==> src/rtl/bev_pkg.sv <==
// Shared definitions for the beverage vending datapath: widths, coin and
// price constants, and the change-dispenser state encoding.
package bev_pkg;

    // Change amounts and the dispenser's remainder register
    localparam int WIDTH = 10;

    // Coin values in cents, largest first (greedy payout order)
    localparam int COIN_Q = 25;
    localparam int COIN_D = 10;
    localparam int COIN_N = 5;

    // Beverage prices in cents, shared with the vend stage
    localparam int PRICE_WATER = 50;
    localparam int PRICE_COLA  = 65;
    localparam int PRICE_JUICE = 85;

    typedef enum logic {
        IDLE,
        DISPENSE
    } disp_state_e;

endpackage

==> src/rtl/change_dispenser_if.sv <==
// Handshake bundle between the vend stage (master) and the change
// dispenser (slave): vend pulse and change value in, coin pulses and
// status out.
interface change_dispenser_if #(
    parameter int W = bev_pkg::WIDTH
);
    logic         load;
    logic [W-1:0] change_in;
    logic         busy;
    logic         coin_q;
    logic         coin_d;
    logic         coin_n;
    logic         done;
    logic         short_pay;
    logic         overrun;

    modport master (
        output load, change_in,
        input  busy, coin_q, coin_d, coin_n, done, short_pay, overrun
    );

    modport slave (
        input  load, change_in,
        output busy, coin_q, coin_d, coin_n, done, short_pay, overrun
    );
endinterface

==> src/rtl/change_dispenser_coin_select.sv <==
// Combinational greedy coin picker: given the remaining change, choose the
// largest coin that fits, report the remainder after paying it, or flag
// termination when no coin fits.
module coin_select
    import bev_pkg::*;
#(
    parameter int WIDTH  = bev_pkg::WIDTH,
    parameter int COIN_Q = bev_pkg::COIN_Q,
    parameter int COIN_D = bev_pkg::COIN_D,
    parameter int COIN_N = bev_pkg::COIN_N
) (
    input  logic [WIDTH-1:0] rem,
    output logic             pick_q,
    output logic             pick_d,
    output logic             pick_n,
    output logic [WIDTH-1:0] next_rem,
    output logic             term
);

    localparam logic [WIDTH-1:0] Q_W = WIDTH'(COIN_Q);
    localparam logic [WIDTH-1:0] D_W = WIDTH'(COIN_D);
    localparam logic [WIDTH-1:0] N_W = WIDTH'(COIN_N);

    // Pick the largest coin not exceeding rem; subtraction only when it fits
    always_comb begin
        // NOTE: every output gets a default before the if-chain so no path leaves one unassigned (no latch).
        pick_q   = 1'b0;
        pick_d   = 1'b0;
        pick_n   = 1'b0;
        next_rem = rem;
        term     = 1'b0;
        if (rem >= Q_W) begin
            pick_q   = 1'b1;
            next_rem = rem - Q_W;
        end else if (rem >= D_W) begin
            pick_d   = 1'b1;
            next_rem = rem - D_W;
        end else if (rem >= N_W) begin
            pick_n   = 1'b1;
            next_rem = rem - N_W;
        end else begin
            term     = 1'b1;
        end
    end

endmodule

==> src/rtl/change_dispenser.sv <==
// Change dispenser: accepts a change value on a vend pulse and pays it out
// one coin pulse per cycle (quarter, dime, nickel greedy order), then pulses
// done with short_pay flagging an unpayable 1..4 cent residue.
// Optional macro LOAD_QUEUE_EN adds a one-entry holding register so a load
// arriving mid-sequence is paid out next instead of being dropped.
module change_dispenser
    import bev_pkg::*;
#(
    parameter int WIDTH  = bev_pkg::WIDTH,
    parameter int COIN_Q = bev_pkg::COIN_Q,
    parameter int COIN_D = bev_pkg::COIN_D,
    parameter int COIN_N = bev_pkg::COIN_N
) (
    input  logic               clk,
    input  logic               rst,
    change_dispenser_if.slave  bus
);

    disp_state_e      state_q, state_d;
    logic [WIDTH-1:0] rem_q, rem_d;
    logic             busy_q, busy_d;
    logic             coin_q_q, coin_q_d;
    logic             coin_d_q, coin_d_d;
    logic             coin_n_q, coin_n_d;
    logic             done_q, done_d;
    logic             short_pay_q, short_pay_d;
    logic             overrun_q, overrun_d;
`ifdef LOAD_QUEUE_EN
    logic             pend_valid_q, pend_valid_d;
    logic [WIDTH-1:0] pend_val_q, pend_val_d;
`endif

    logic             pick_q, pick_d, pick_n, term;
    logic [WIDTH-1:0] next_rem;

    coin_select #(
        .WIDTH  (WIDTH),
        .COIN_Q (COIN_Q),
        .COIN_D (COIN_D),
        .COIN_N (COIN_N)
    ) u_coin_select (
        .rem      (rem_q),
        .pick_q   (pick_q),
        .pick_d   (pick_d),
        .pick_n   (pick_n),
        .next_rem (next_rem),
        .term     (term)
    );

    // Next-state, remainder, pending-slot and registered-output decode
    always_comb begin
        state_d     = state_q;
        rem_d       = rem_q;
        busy_d      = busy_q;
        coin_q_d    = 1'b0;
        coin_d_d    = 1'b0;
        coin_n_d    = 1'b0;
        done_d      = 1'b0;
        short_pay_d = 1'b0;
        overrun_d   = 1'b0;
`ifdef LOAD_QUEUE_EN
        pend_valid_d = pend_valid_q;
        pend_val_d   = pend_val_q;
`endif
        case (state_q)
            IDLE: begin
`ifdef LOAD_QUEUE_EN
                // A value captured on the previous terminating edge launches first
                if (pend_valid_q) begin
                    rem_d        = pend_val_q;
                    pend_valid_d = 1'b0;
                    state_d      = DISPENSE;
                    busy_d       = 1'b1;
                    overrun_d    = bus.load;
                end else
`endif
                if (bus.load) begin
                    rem_d   = bus.change_in;
                    state_d = DISPENSE;
                    busy_d  = 1'b1;
                end
            end
            DISPENSE: begin
                coin_q_d = pick_q;
                coin_d_d = pick_d;
                coin_n_d = pick_n;
                rem_d    = next_rem;
                if (term) begin
                    done_d      = 1'b1;
                    short_pay_d = (rem_q != '0);
`ifdef LOAD_QUEUE_EN
                    // Chain straight into the held value without leaving DISPENSE
                    if (pend_valid_q) begin
                        rem_d        = pend_val_q;
                        pend_valid_d = 1'b0;
                    end else begin
                        state_d = IDLE;
                        busy_d  = 1'b0;
                    end
`else
                    state_d = IDLE;
                    busy_d  = 1'b0;
`endif
                end
`ifdef LOAD_QUEUE_EN
                if (bus.load) begin
                    if (pend_valid_q) begin
                        overrun_d = 1'b1;
                    end else begin
                        pend_valid_d = 1'b1;
                        pend_val_d   = bus.change_in;
                    end
                end
`else
                overrun_d = bus.load;
`endif
            end
            default: state_d = IDLE;
        endcase
    end

    // State and output registers; synchronous reset wins over load
    always_ff @(posedge clk) begin
        // NOTE: non-blocking assignments so every flop samples pre-edge values regardless of statement order.
        if (rst) begin
            state_q     <= IDLE;
            rem_q       <= '0;
            busy_q      <= 1'b0;
            coin_q_q    <= 1'b0;
            coin_d_q    <= 1'b0;
            coin_n_q    <= 1'b0;
            done_q      <= 1'b0;
            short_pay_q <= 1'b0;
            overrun_q   <= 1'b0;
`ifdef LOAD_QUEUE_EN
            pend_valid_q <= 1'b0;
            pend_val_q   <= '0;
`endif
        end else begin
            state_q     <= state_d;
            rem_q       <= rem_d;
            busy_q      <= busy_d;
            coin_q_q    <= coin_q_d;
            coin_d_q    <= coin_d_d;
            coin_n_q    <= coin_n_d;
            done_q      <= done_d;
            short_pay_q <= short_pay_d;
            overrun_q   <= overrun_d;
`ifdef LOAD_QUEUE_EN
            pend_valid_q <= pend_valid_d;
            pend_val_q   <= pend_val_d;
`endif
        end
    end

    assign bus.busy      = busy_q;
    assign bus.coin_q    = coin_q_q;
    assign bus.coin_d    = coin_d_q;
    assign bus.coin_n    = coin_n_q;
    assign bus.done      = done_q;
    assign bus.short_pay = short_pay_q;
    assign bus.overrun   = overrun_q;

endmodule

==> src/flat_wrapper.sv <==
// flat-port wrapper written by rule: the top's interface ports become plain ports
module change_dispenser_flat import bev_pkg::*;
#(
    parameter int WIDTH  = bev_pkg::WIDTH,
    parameter int COIN_Q = bev_pkg::COIN_Q,
    parameter int COIN_D = bev_pkg::COIN_D,
    parameter int COIN_N = bev_pkg::COIN_N
)
  (clk, rst, bus_load, bus_change_in, bus_busy, bus_coin_q, bus_coin_d, bus_coin_n, bus_done, bus_short_pay, bus_overrun);
  change_dispenser_if #(.W(WIDTH)) bus_i ();
  input  logic clk;
  input  logic rst;
  input wire logic [$bits(bus_i.load)-1:0] bus_load;
  input wire logic [$bits(bus_i.change_in)-1:0] bus_change_in;
  output wire logic [$bits(bus_i.busy)-1:0] bus_busy;
  output wire logic [$bits(bus_i.coin_q)-1:0] bus_coin_q;
  output wire logic [$bits(bus_i.coin_d)-1:0] bus_coin_d;
  output wire logic [$bits(bus_i.coin_n)-1:0] bus_coin_n;
  output wire logic [$bits(bus_i.done)-1:0] bus_done;
  output wire logic [$bits(bus_i.short_pay)-1:0] bus_short_pay;
  output wire logic [$bits(bus_i.overrun)-1:0] bus_overrun;
  assign bus_i.load = bus_load;
  assign bus_i.change_in = bus_change_in;
  assign bus_busy = bus_i.busy;
  assign bus_coin_q = bus_i.coin_q;
  assign bus_coin_d = bus_i.coin_d;
  assign bus_coin_n = bus_i.coin_n;
  assign bus_done = bus_i.done;
  assign bus_short_pay = bus_i.short_pay;
  assign bus_overrun = bus_i.overrun;
  change_dispenser #(.WIDTH(WIDTH), .COIN_Q(COIN_Q), .COIN_D(COIN_D), .COIN_N(COIN_N)) u_core (.clk(clk), .rst(rst), .bus(bus_i));
endmodule
==> config.mk <==
export PLATFORM = sky130hd
export DESIGN_NAME = change_dispenser_flat
export DESIGN_NICKNAME = d
export VERILOG_FILES = /design/src/rtl/bev_pkg.sv /design/src/rtl/change_dispenser_if.sv /design/src/rtl/change_dispenser_coin_select.sv /design/src/rtl/change_dispenser.sv /design/src/flat_wrapper.sv
export SDC_FILE = /design/constraint.sdc
export NUM_CORES = 1
export LEC_CHECK = 0
export ABC_AREA = 1
export CAP_MARGIN = 20
export CORE_ASPECT_RATIO = 1.5
export CORE_UTILIZATION = 25
export CTS_CLUSTER_DIAMETER = 200
export DETAILED_ROUTE_END_ITERATION = 6
export GPL_TIMING_DRIVEN = 0
export PLACE_DENSITY = 0.51
export SLEW_MARGIN = 20
export SYNTH_ARGS = -nofsm -noshare
export SYNTH_HDL_FRONTEND = slang
export SYNTH_SLANG_ARGS = --single-unit
==> constraint.sdc <==
create_clock -name clk -period 2.3 [get_ports clk]
set_clock_uncertainty 0.05 [all_clocks]
set_input_delay 0.46 -clock clk [delete_from_list [all_inputs] [get_ports clk]]
set_output_delay 0.46 -clock clk [all_outputs]
set_load 0.1 [all_outputs]
==> results of run 1 <==
[stage by stage]
step / total power [mW] / instance area, sq um / std cells
after CTS: 1.42 / 1710 / 307
after global placement: 1.15 / 1660 / 303
after floorplan: 0.974 / 1390 / 217
after global routing: 1.54 / 1710 / 307
final: 1.41 / 1710 / 307
after detailed placement: 1.15 / 1660 / 303
[synth_stat cells, types with 2 or more instances]
library cell and number:
inv_1 19, a21oi_1 6, dfxtp_1 18, nor2_1 32, o211ai_1 4, nand3b_1 2
nand4_1 5, buf_1 2, ha_1 7, nand3_1 15, a21oi_2 6, nor2_4 2
inv_2 2, o21ai_0 3, nor2_2 2, nor3_1 2, nand2_2 2, nand2_1 68
xor2_1 6
[flip-flops by register name, summed over array words and instances, names as in the netlist]
signal                cells
u_core.rem_q             10
u_core.bus.short_pay      1
u_core.state_q            1
u_core.bus.coin_q         1
u_core.bus.done           1
u_core.bus.coin_n         1
u_core.bus.coin_d         1
u_core.bus.overrun        1
u_core.bus.busy           1
[report_power, final]
part	switching (mW)	internal, mW
Sequential	0.0409	0.353
Combinational	0.484	0.257
Clock	0.120	0.152
[final cells by class]
type / count / area (sq um) / area share
plain buffers: 7 / 50.0 / 0.0292
inverters: 21 / 78.8 / 0.0460
clock buffers: 4 / 55.1 / 0.0321
flip-flops and latches: 18 / 360 / 0.210
multi-input cells: 171 / 903 / 0.527
repair buffers: 18 / 180 / 0.105
well taps: 68 / 85.1 / 0.0497
[cells by family (layout without fill, tap and decap cells)]
| family | Yosys count | count (layout) | synth area share |
|---|---|---|---|
| and+or+nand+nor | 134 | 134 | 0.424 |
| buffers and inverters | 28 | 50 | 0.0925 |
| adders and majority gates | 7 | 7 | 0.0629 |
| xor gates and xnor gates | 7 | 7 | 0.0440 |
| DFF | 18 | 18 | 0.259 |
| AOI/OAI and AO/OA | 23 | 23 | 0.118 |
[per-layer routing]
metal / up-vias / global-route usage / part of all wire
met3: 10 / 0.0268 / 0.032
met4: 0 / 0.0775 / 0.028
met1: 611 / 0.149 / 0.41
met5: - / 0 / 0
met2: 25 / 0.270 / 0.53
li1: 732 / - / -
[worst paths after layout]
kind / endpoint / slack, ns / cells past startpoint
setup / recovery: bus_busy / 0.07 / 1
hold / removal: u_core.rem_q[9] / 0.45 / 2
setup reg to reg: u_core.rem_q[9] / 0.23 / 12
hold reg to reg: u_core.rem_q[9] / 0.45 / 2
==> results.json, run 1 <==
{
  "preCtsSetupSlack_ns": 0.270,
  "netlist_area_sq_um": 1390,
  "fin_util": 0.327,
  "worst_slack_ns": 0.0669,
  "rsz0062_at_grt": "false",
  "critical_path_class": "reg -> out",
  "wire_per_inst_um": 12.3,
  "relSlewSlack": 0.354,
  "area_growth_pct": 23.0,
  "yosysWarnings": 0,
  "max_stage_delay_ns": 1.13,
  "max-cap-violations": 0,
  "synthFlopType": "dfxtp_1",
  "r2r_start": "u_core.rem_q[1]",
  "worst-path-buf-inv": 1,
  "core-area_sq_um": 5250,
  "status": "complete, no violations",
  "hold_viol_final": 0,
  "final_cell_mix": "nand2_1, nor2_1, inv_1",
  "path_max_fanout": 2,
  "grt_max_degree": 11,
  "finalCritPeriodShare": 0.971,
  "grt_pass1_vias": 1411,
  "cts-root-buf": "clkbuf_8",
  "yosysSeqAreaShare": 0.259,
  "clk_latency_ns": 0.26,
  "dieArea_sq_um": 5880,
  "grt_pass1_wl_mm": 6.55,
  "clock.fmax_mhz": 448,
  "synth_seq_cells": 18,
  "min_period_ns": 2.23,
  "arrival_ns": 1.72,
  "cp_data_required_time_ns": 1.79,
  "path_clk_slew_ns": 0.08,
  "yosys.area.top_type": "dfxtp_1",
  "synth_top_area_share": 0.259,
  "final_common_cell": "nand2_1",
  "layout-drive-gt1-share": 0.109,
  "h-tree-depth": 1,
  "path_cells": "clkdlybuf4s50_1",
  "antenna_found_initial": 0,
  "ios": 20,
  "port_buffers": 18,
  "synthTopCellsByArea": "dfxtp_1, nand2_1, nor2_1, ha_1, nand3_1",
  "route.vias.total": 1378,
  "final_antenna_net_count": 0,
  "hold_path_class": "reg -> reg",
  "avgSynthCellArea_sq_um": 6.42,
  "firstDrtPassIters": 4,
  "nNetsFinal": 260,
  "cp_top_family": "buffers and inverters",
  "n_antenna_cell": 0,
  "drt_iter0_drc": 32,
  "dieHeight_um": 93.4,
  "cts_resized": 0,
  "nFillCells": 575,
  "hold_ws_ns": 0.450,
  "routabilityCongestion": 0.829,
  "setup-tns-final_ns": 0,
  "place_hpwl_mm": 2.89,
  "cts_sinks": 18,
  "synthesis.nets": 237,
  "avgViaCountPerCell": 4.49,
  "crit_slowest_cell": "clkdlybuf4s50_1",
  "wirelength_mm": 3.79,
  "cts_tree": "built",
  "synth_edf_count": 0,
  "cts_buffer_depth": 2,
  "powerDensity_nw_per_um2": 822,
  "grt_overflow": 0,
  "drv_slew": 0,
  "end_kind": "output pin",
  "track_usage": 0.144,
  "synth_cells": 217,
  "worst_slew_pin_slew_ns": 0.966,
  "setup.worst_path.start": "u_core.bus.busy",
  "fp.dieW_um": 62.9,
  "synth.distinct_cells": 33,
  "crit_path_start_kind": "flip-flop",
  "holdCritStartpoint": "u_core.rem_q[9]",
  "cellLeakagePower_nw": 0.777,
  "hold_buffers": 0,
  "cts_made_buffers": 3,
  "cts_setup_buffers": 0,
  "setup_viol": 0,
  "row_count": 32,
  "vdd_ir_drop_max_uv": 310,
  "ys_async_sr_fraction": 0,
  "start_util": 0.266,
  "drc_errors": 0
}
Note: power is estimated with default switching activity, not from simulation.
==> run 2, diff against run 1 <==
- SKIP_LAST_GASP: unset -> 1
==> results of run 2 <==
Same layout as run 1: the final DEF is identical, and so are final timing and power.
==> run 3, diff against run 2 <==
- SETUP_SLACK_MARGIN: unset -> 0.05
==> run 3 against run 2 <==
Net effect: fmax grew 0.91%; register-to-register slack gained 0.07 ns; clock-buffer cell count did not move; critical path type unchanged.
==> results.json, run 3 (synthesis results as in run 1) <==
{
  "holdCritStartpoint": "u_core.rem_q[9]",
  "grt_max_degree": 11,
  "nFillCells": 575,
  "dieArea_sq_um": 5880,
  "port_buffers": 18,
  "top_register": "u_core.rem_q",
  "antenna_found_initial": 0,
  "track_usage": 0.144,
  "wirelength_mm": 3.79,
  "route.vias.total": 1378,
  "cts_resized": 0,
  "h-tree-depth": 1,
  "critical_path_class": "reg -> out",
  "place_hpwl_mm": 2.89,
  "clock.fmax_mhz": 452,
  "drc_errors": 0,
  "grt_overflow": 0,
  "path_cells": "clkdlybuf4s50_1",
  "rsz0062_at_grt": "false",
  "cp_top_family": "buffers and inverters",
  "holdPathStages": 2,
  "min_period_ns": 2.21,
  "grt_pass1_vias": 1411,
  "arrival_ns": 1.70,
  "area_growth_pct": 23.4,
  "crit_slowest_cell": "clkdlybuf4s50_1",
  "core-area_sq_um": 5250,
  "cts_made_buffers": 3,
  "cts-root-buf": "clkbuf_8",
  "final_common_cell": "nand2_1",
  "vdd_ir_drop_max_uv": 306,
  "start_util": 0.266,
  "powerDensity_nw_per_um2": 820,
  "avgViaCountPerCell": 4.49,
  "status": "complete, no violations",
  "min_to": "u_core.rem_q[9]",
  "fin_util": 0.328,
  "ff2ff_setup_slack_ns": 0.30,
  "wire_per_inst_um": 12.3,
  "path_max_fanout": 1,
  "grt_pass1_wl_mm": 6.55,
  "final_cell_mix": "nand2_1, nor2_1, inv_1, dfxtp_1, clkdlybuf4s50_1",
  "cellLeakagePower_nw": 0.809,
  "relSlewSlack": 0.354,
  "hold_path_class": "reg -> reg",
  "max-cap-violations": 0,
  "routabilityCongestion": 0.829,
  "ff2ff_path_depth": 12,
  "preCtsSetupSlack_ns": 0.270,
  "cts_buffer_depth": 2,
  "layout-drive-gt1-share": 0.113,
  "crit_path_start_kind": "flip-flop",
  "row_count": 32,
  "worst_slew_pin_slew_ns": 0.965,
  "clk_latency_ns": 0.26,
  "firstDrtPassIters": 4,
  "worst-path-buf-inv": 1,
  "timing.rr.end": "u_core.rem_q[9]",
  "final_antenna_net_count": 0,
  "final_area_sq_um": 1720,
  "setup-tns-final_ns": 0,
  "power_mw": 1.41,
  "cts_sinks": 18,
  "cp_data_required_time_ns": 1.79,
  "finalCritPeriodShare": 0.962,
  "drt_iter0_drc": 32,
  "hold_viol_final": 0,
  "fp.dieW_um": 62.9,
  "drv_slew": 0,
  "postPlaceCellArea_sq_um": 1660,
  "setup_viol": 0,
  "hold_buffers": 0,
  "n_antenna_cell": 0,
  "ios": 20,
  "nNetsFinal": 260,
  "cts_setup_buffers": 0,
  "cts_tree": "built",
  "dieHeight_um": 93.4,
  "path_clk_slew_ns": 0.08,
  "worst_slack_ns": 0.0871,
  "r2r_start": "u_core.rem_q[0]",
  "max_stage_delay_ns": 1.12,
  "largest_reg_flops": 10,
  "end_kind": "output pin"
}
## run 3: cell count changes in the layout (fill, tap and decap cells not counted)
cell,delta
dlymetal6s2s_1,+2
inv_2,+1
clkdlybuf4s50_1,-2
inv_1,-1
## run 3: final cells by class
class                   instances  area [sq um]  area share
repair buffers                 18           185       0.108
plain buffers                   7          50.0      0.0291
clock buffers                   4          55.1      0.0320
flip-flops and latches         18           360       0.210
well taps                      68          85.1      0.0495
inverters                      21          78.8      0.0459
multi-input cells             171           903       0.526
## run 3: power by group
group          total (mW)  switching, mW  leakage, nW  internal, mW
clock               0.273          0.120       0.0288         0.152
combinational       0.742          0.484        0.632         0.257
sequential          0.394         0.0413        0.148         0.353
## run 3: how the worst max path moves through the flow
stage | startpoint | end | slack, ns | depth (start not counted)
after global placement | u_core.rem_q[1] | u_core.rem_q[9] | 0.23 | 12
after floorplan | u_core.rem_q[1] | u_core.rem_q[9] | 0.59 | 12
after CTS | u_core.bus.busy | bus_busy | 0.06 | 1
final | u_core.bus.coin_n | bus_coin_n | 0.09 | 1
after global routing | u_core.bus.overrun | bus_overrun | 0.05 | 1
after detailed placement | u_core.rem_q[1] | u_core.rem_q[9] | 0.27 | 12
## run 3: metal layers
layer,vias to the layer above,GRT usage,part of all wire
li1,733,-,-
met1,610,0.149,0.41
met2,25,0.270,0.53
met3,10,0.0268,0.031
met4,0,0.0775,0.028
met5,-,0,0
## run 3: through the flow
stage               instances  hold WS, ns
finish                    307        0.450
CTS                       307        0.454
global placement          303        0.433
global route              307        0.484
floorplan                 217        0.418
detailed placement        303        0.441
